[src/rtl/sync_fifo_param.sv]
// Parametrised single-clock FIFO with fill level, almost-full/almost-empty
// flags, one-cycle overflow/underflow pulses and an optional
// first-word-fall-through read port.
module sync_fifo_param #(
    parameter int DATA_W       = 128,
    parameter int DEPTH        = 16,
    parameter int ALM_FULL_TH  = 14,
    parameter int ALM_EMPTY_TH = 2,
    parameter int FWFT         = 0
) (
    input  logic                     clk,
    input  logic                     reset,
    input  logic                     i_wren,
    input  logic [DATA_W-1:0]        i_wrdata,
    input  logic                     i_rden,
    output logic [DATA_W-1:0]        o_rddata,
    output logic                     o_full,
    output logic                     o_alm_full,
    output logic                     o_empty,
    output logic                     o_alm_empty,
    output logic [$clog2(DEPTH):0]   o_count,
    output logic                     o_overflow,
    output logic                     o_underflow
);

    localparam int AW = $clog2(DEPTH);
    localparam int CW = AW + 1;

    localparam logic [CW-1:0] FULL_CNT  = CW'(DEPTH);
    localparam logic [CW-1:0] AFULL_CNT = CW'(ALM_FULL_TH);
    localparam logic [CW-1:0] AEMPT_CNT = CW'(ALM_EMPTY_TH);

    // Request/accept protocol: i_wren and i_rden are requests with no ready
    // handshake back. A read is accepted on an edge when the FIFO is not
    // empty; a write is accepted when the FIFO is not full, or when it is
    // full and a read is accepted on the same edge. A request that is not
    // accepted is dropped and reported by an overflow/underflow pulse in
    // the following cycle. All acceptance uses the pre-edge state.

    logic [DATA_W-1:0] mem [DEPTH];
    logic [AW-1:0]     wr_ptr;
    logic [AW-1:0]     rd_ptr;
    logic [CW-1:0]     count;
    logic              rd_acc;
    logic              wr_acc;

    // Flags decode straight from the count register.
    always_comb begin
        o_count     = count;
        o_empty     = (count == '0);
        o_full      = (count == FULL_CNT);
        o_alm_full  = (count >= AFULL_CNT);
        o_alm_empty = (count <= AEMPT_CNT);
        rd_acc      = i_rden & ~o_empty;
        wr_acc      = i_wren & (~o_full | rd_acc);
    end

    // Storage array; deliberately not reset so it maps onto plain RAM.
    always_ff @(posedge clk) begin
        if (!reset && wr_acc) begin
            mem[wr_ptr] <= i_wrdata;
        end
    end

    // Pointers, fill level and the self-clearing error pulses.
    always_ff @(posedge clk) begin
        if (reset) begin
            wr_ptr      <= '0;
            rd_ptr      <= '0;
            count       <= '0;
            o_overflow  <= 1'b0;
            o_underflow <= 1'b0;
        end else begin
            if (wr_acc) begin
                wr_ptr <= wr_ptr + 1'b1;
            end
            if (rd_acc) begin
                rd_ptr <= rd_ptr + 1'b1;
            end
            if (wr_acc && !rd_acc) begin
                count <= count + 1'b1;
            end else if (rd_acc && !wr_acc) begin
                count <= count - 1'b1;
            end
            o_overflow  <= i_wren & ~wr_acc;
            o_underflow <= i_rden & ~rd_acc;
        end
    end

    generate
        if (FWFT != 0) begin : g_fwft
            // Head of queue is always presented; meaningless while empty.
            always_comb begin
                o_rddata = mem[rd_ptr];
            end
        end else begin : g_std
            logic [DATA_W-1:0] rd_data_q;

            // Registered read: load the head on an accepted read, else hold.
            always_ff @(posedge clk) begin
                if (reset) begin
                    rd_data_q <= '0;
                end else if (rd_acc) begin
                    rd_data_q <= mem[rd_ptr];
                end
            end

            // Drive the port from the read register.
            always_comb begin
                o_rddata = rd_data_q;
            end
        end
    endgenerate

endmodule

[config.mk]
export PLATFORM = sky130hd
export DESIGN_NAME = sync_fifo_param
export DESIGN_NICKNAME = d
export VERILOG_FILES = /design/src/rtl/sync_fifo_param.sv
export SDC_FILE = /design/constraint.sdc
export NUM_CORES = 2
export LEC_CHECK = 0
export CAP_MARGIN = 0
export CORE_UTILIZATION = 30
export CTS_CLUSTER_SIZE = 12
export DETAILED_ROUTE_END_ITERATION = 8
export MAX_ROUTING_LAYER = met4
export PLACE_DENSITY_LB_ADDON = 0.25
export SYNTH_ARGS = -nofsm -noshare
export SYNTH_HDL_FRONTEND = slang
export SYNTH_SLANG_ARGS = --single-unit
export TNS_END_PERCENT = 100
[constraint.sdc]
create_clock -name clk -period 32.4 [get_ports clk]
set_input_delay 6.48 -clock clk [delete_from_list [all_inputs] [get_ports clk]]
set_output_delay 6.48 -clock clk [all_outputs]
set_load 0.01 [all_outputs]
==> run_summary.xml <==
<?xml version="1.0" encoding="UTF-8"?>
<metrics>
  <group name="worst_setup_path">
    <metric name="critical_path.max_fanout" unit="">51</metric>
    <metric name="ff2ff_path_depth" unit="">7</metric>
    <metric name="cell_at_the_slowest_stage_of_the_critical_path" unit="">sky130_fd_sc_hd__buf_4</metric>
    <metric name="cp_num_buf_inv" unit="">4</metric>
    <metric name="worst-setup-path-type" unit="">in -&gt; reg</metric>
    <metric name="crit_path_end_kind" unit="">register</metric>
    <metric name="critical_path.most_common_cell" unit="">sky130_fd_sc_hd__buf_4</metric>
    <metric name="r2r_slack" unit="ns">27.57</metric>
    <metric name="critical-path-top-delay-family" unit="">buffers and inverters</metric>
    <metric name="critical_path.startpoint_type" unit="">primary input</metric>
    <metric name="crit_chain" unit="">clkdlybuf4s50_1, nand2b_1, o21ba_2, nand2_1, nor2_4, buf_4, buf_4, buf_4</metric>
    <metric name="critPathRequiredTime" unit="ns">32.86</metric>
    <metric name="cpPeakStageDelay" unit="ns">0.89</metric>
    <metric name="crit_cells" unit="">8</metric>
    <metric name="arrival" unit="ns">10.80</metric>
  </group>
  <group name="finish">
    <metric name="area_delta_synth_final" unit="%">17.4</metric>
    <metric name="finalInstanceArea" unit="sq um">96500</metric>
    <metric name="finish.net_count" unit="">4169</metric>
    <metric name="proportion_of_layout_cells_with_a_drive_suffix_above_1" unit="">0.217</metric>
    <metric name="fillers" unit="">24909</metric>
    <metric name="finalNonFillerCells" unit="">7812</metric>
  </group>
  <group name="timing">
    <metric name="worstMarginPinSlew" unit="ns">1.14</metric>
    <metric name="slew-limit-headroom" unit="">0.243</metric>
    <metric name="clock_skew" unit="ns">0.0745</metric>
    <metric name="worst_hold_slack" unit="ns">0.462</metric>
    <metric name="setup_viol" unit="">0</metric>
    <metric name="rsz0062_at_grt" unit="">no</metric>
    <metric name="drv_slew" unit="">0</metric>
    <metric name="period_needed" unit="ns">10.35</metric>
    <metric name="setup_slack" unit="ns">22.05</metric>
    <metric name="finalSetupTns" unit="ns">0</metric>
    <metric name="final.period_utilization" unit="">0.319</metric>
    <metric name="timing.fmax" unit="MHz">96.6</metric>
    <metric name="timing_hold_violations_final" unit="">0</metric>
  </group>
  <group name="floorplan">
    <metric name="die_x" unit="um">526</metric>
    <metric name="count_of_pins_on_the_block_boundary" unit="">271</metric>
    <metric name="fp-row-count" unit="">191</metric>
    <metric name="design.die.area" unit="sq um">276000</metric>
    <metric name="core_area" unit="sq um">272000</metric>
    <metric name="starting_density_of_the_core" unit="">0.303</metric>
    <metric name="floorplan.die.height" unit="um">526</metric>
  </group>
  <group name="detailed_routing">
    <metric name="drc_errors" unit="">0</metric>
    <metric name="drt_pass1_iterations" unit="">7</metric>
    <metric name="routed_wire_length_per_instance" unit="um">26.2</metric>
    <metric name="detail_route.wirelength" unit="um">205000</metric>
    <metric name="initialDrtViolationCount" unit="">2559</metric>
    <metric name="drt.antenna.violating_nets" unit="">0</metric>
    <metric name="routed_via_density" unit="">4.79</metric>
    <metric name="route.vias.total" unit="">37452</metric>
  </group>
  <group name="clock_tree">
    <metric name="post_cts_resized" unit="">0</metric>
    <metric name="clock_tree_from_tritoncts" unit="">yes</metric>
    <metric name="cts_root_cell" unit="">sky130_fd_sc_hd__clkbuf_16</metric>
    <metric name="clkSinkCount" unit="">2191</metric>
    <metric name="ctsHoldBuffers" unit="">0</metric>
    <metric name="clk-insertion-delay-late" unit="ns">0.88</metric>
    <metric name="clkTransAtPathRegs" unit="ns">0.05</metric>
    <metric name="cts_buffers" unit="">230</metric>
    <metric name="htree_levels" unit="">4</metric>
    <metric name="post-cts-setup-buffers" unit="">0</metric>
    <metric name="clockBufferDepth" unit="">3</metric>
  </group>
  <group name="synthesis">
    <metric name="ys_seq_elements" unit="">2191</metric>
    <metric name="synth_top_family_by_area" unit="">multiplexers</metric>
    <metric name="seq_area_frac_synth" unit="">0.783</metric>
    <metric name="count_of_cell_types_in_the_netlist" unit="">42</metric>
    <metric name="synth-compound-area-share" unit="">0.0173</metric>
    <metric name="yosysWarnings" unit="">0</metric>
    <metric name="synth_xor_xnor_area_share" unit="">0.000852</metric>
    <metric name="synth_area_per_cell" unit="sq um">22.5</metric>
    <metric name="yosys.area_share.simple" unit="">0.0140</metric>
    <metric name="syn_inst" unit="">3651</metric>
    <metric name="postSynthNetCount" unit="">3793</metric>
    <metric name="synth.cell_area" unit="sq um">82200</metric>
    <metric name="post_synth_mux_area_share" unit="">0.171</metric>
    <metric name="synth-adder-area-share" unit="">0.00161</metric>
  </group>
  <group name="min_path">
    <metric name="min_path_type" unit="">reg -&gt; reg</metric>
    <metric name="hold_depth" unit="">1</metric>
  </group>
  <group name="global_route">
    <metric name="grt_pass1_vias" unit="">40121</metric>
    <metric name="grt.total_usage" unit="">0.152</metric>
    <metric name="pin_count_of_the_biggest_net_entering_global_routing" unit="">129</metric>
    <metric name="antenna_found_initial" unit="">34</metric>
    <metric name="overflow" unit="">0</metric>
    <metric name="grt_first_pass_wirelength" unit="um">296000</metric>
  </group>
  <group name="power_and_ir_drop">
    <metric name="power-per-cell-area" unit="nW/um^2">70.9</metric>
    <metric name="vdd_drop_max" unit="mV">0.0523</metric>
    <metric name="p_leak" unit="nW">29.9</metric>
  </group>
  <group name="placed_design">
    <metric name="preCtsSetupSlack" unit="ns">21.06</metric>
    <metric name="post-place-cells" unit="">7365</metric>
    <metric name="dp_hpwl" unit="um">111000</metric>
    <metric name="port_buffers" unit="">270</metric>
    <metric name="gp_congestion" unit="">0.729</metric>
    <metric name="dpl_cell_area" unit="sq um">89100</metric>
  </group>
  <group name="outcome">
    <metric name="run_status" unit="">finished, final reports clean</metric>
  </group>
  <group name="flow_run">
    <metric name="maxCapViolCount" unit="">0</metric>
  </group>
</metrics>
-- Yosys cell counts (all sizes together) --
cell type | number | area, sq um
nand2b | 4 | 25.0
or3b | 1 | 8.76
mux2i | 259 | 2590
edfxtp | 2048 | 61500
o2111ai | 2 | 35.0
xor2 | 5 | 43.8
mux2 | 10 | 113
a211o | 119 | 1040
a2111oi | 1 | 8.76
a221oi | 9 | 78.8
nand3 | 3 | 15.0
o21ai | 10 | 50.0
o211ai | 3 | 27.5
nor2 | 268 | 1010
ha | 9 | 113
fa | 1 | 20.0
a21oi | 13 | 65.1
dfxtp | 143 | 2860
o22ai | 9 | 56.3
o31ai | 1 | 7.51
mux4 | 503 | 11300
xnor2 | 3 | 26.3
or3 | 1 | 6.26
and3 | 1 | 6.26
a21o | 2 | 15.0
o21ba | 1 | 10.0
o21a | 3 | 22.5
nor3 | 6 | 30.0
buf | 142 | 825
clkbuf | 53 | 199
inv | 7 | 26.3
nor2b | 1 | 6.26
or4 | 1 | 11.3
nand2 | 8 | 30.0
and2 | 1 | 6.26
-- sequential cells by signal (all words and copies together), names as in the netlist --
signal,flops
mem,2048
o_count,5
o_overflow,1
o_rddata,128
o_underflow,1
rd_ptr,4
wr_ptr,4
-- cells by family (layout without fill, tap and decap cells) --
kind of cell	after synthesis	after routing
compound gates	173	173
flops	2191	2191
xor+xnor	8	8
fa+ha+maj	10	10
mux	772	772
other cells	0	12
simple gates	295	295
buf+inv	202	781
-- area by class of cell --
| type | instances | area (sq um) | area share |
|---|---|---|---|
| timing repair buffer | 339 | 3330 | 0.0345 |
| clock inverter | 80 | 870 | 0.00901 |
| clock buffer | 355 | 6470 | 0.0670 |
| multi-input combinational | 1258 | 16900 | 0.175 |
| sequential | 2191 | 64400 | 0.667 |
| tap | 3570 | 4470 | 0.0463 |
| antenna | 12 | 30.0 | 0.000311 |
| inverter | 7 | 26.3 | 0.000272 |
-- report_power, final --
part / total (mW) / switching (mW) / internal, mW
sequential: 3.27 / 0.0879 / 3.18
combinational: 1.03 / 0.537 / 0.489
clock: 2.55 / 1.09 / 1.46
-- placed cells by master (no fill, tap or decap), types with 10 or more instances in the layout --
| master | count |
|---|---|
| sky130_fd_sc_hd__diode_2 | 12 |
| sky130_fd_sc_hd__mux4_2 | 503 |
| sky130_fd_sc_hd__clkbuf_1 | 102 |
| sky130_fd_sc_hd__buf_4 | 60 |
| sky130_fd_sc_hd__clkinv_2 | 26 |
| sky130_fd_sc_hd__bufinv_16 | 10 |
| sky130_fd_sc_hd__nor2_4 | 13 |
| sky130_fd_sc_hd__mux2i_1 | 259 |
| sky130_fd_sc_hd__dfxtp_1 | 140 |
| sky130_fd_sc_hd__nor2_1 | 255 |
| sky130_fd_sc_hd__clkinv_1 | 23 |
| sky130_fd_sc_hd__a211o_1 | 119 |
| sky130_fd_sc_hd__clkdlybuf4s50_1 | 270 |
| sky130_fd_sc_hd__a21oi_1 | 13 |
| sky130_fd_sc_hd__clkbuf_8 | 22 |
| sky130_fd_sc_hd__mux2_2 | 10 |
| sky130_fd_sc_hd__clkbuf_16 | 231 |
| sky130_fd_sc_hd__edfxtp_1 | 2048 |
-- final timing paths --
| check | from | to |
|---|---|---|
| max | reset | mem[7][47] |
| max reg2reg | rd_ptr[1] | o_rddata[61] |
| min | o_rddata[0] | o_rddata[0] |
| min reg2reg | o_rddata[0] | o_rddata[0] |
-- metal layers --
metal  up-vias  GRT usage  share of wire
met4         0     0.0358          0.019
met3       297     0.0230          0.037
li1      16057          -              -
met5         -          -              0
met2       765      0.266           0.53
met1     20333      0.185           0.42
-- per-stage QoR --
stage	total power [mW]	utilization
6_report	6.84	0.355
5_1_grt	7.11	0.355
4_1_cts	6.97	0.355
3_5_place_dp	4.40	0.328
3_3_place_gp	4.40	0.328
2_1_floorplan	3.95	-
Power figures use the tool's default switching activity.
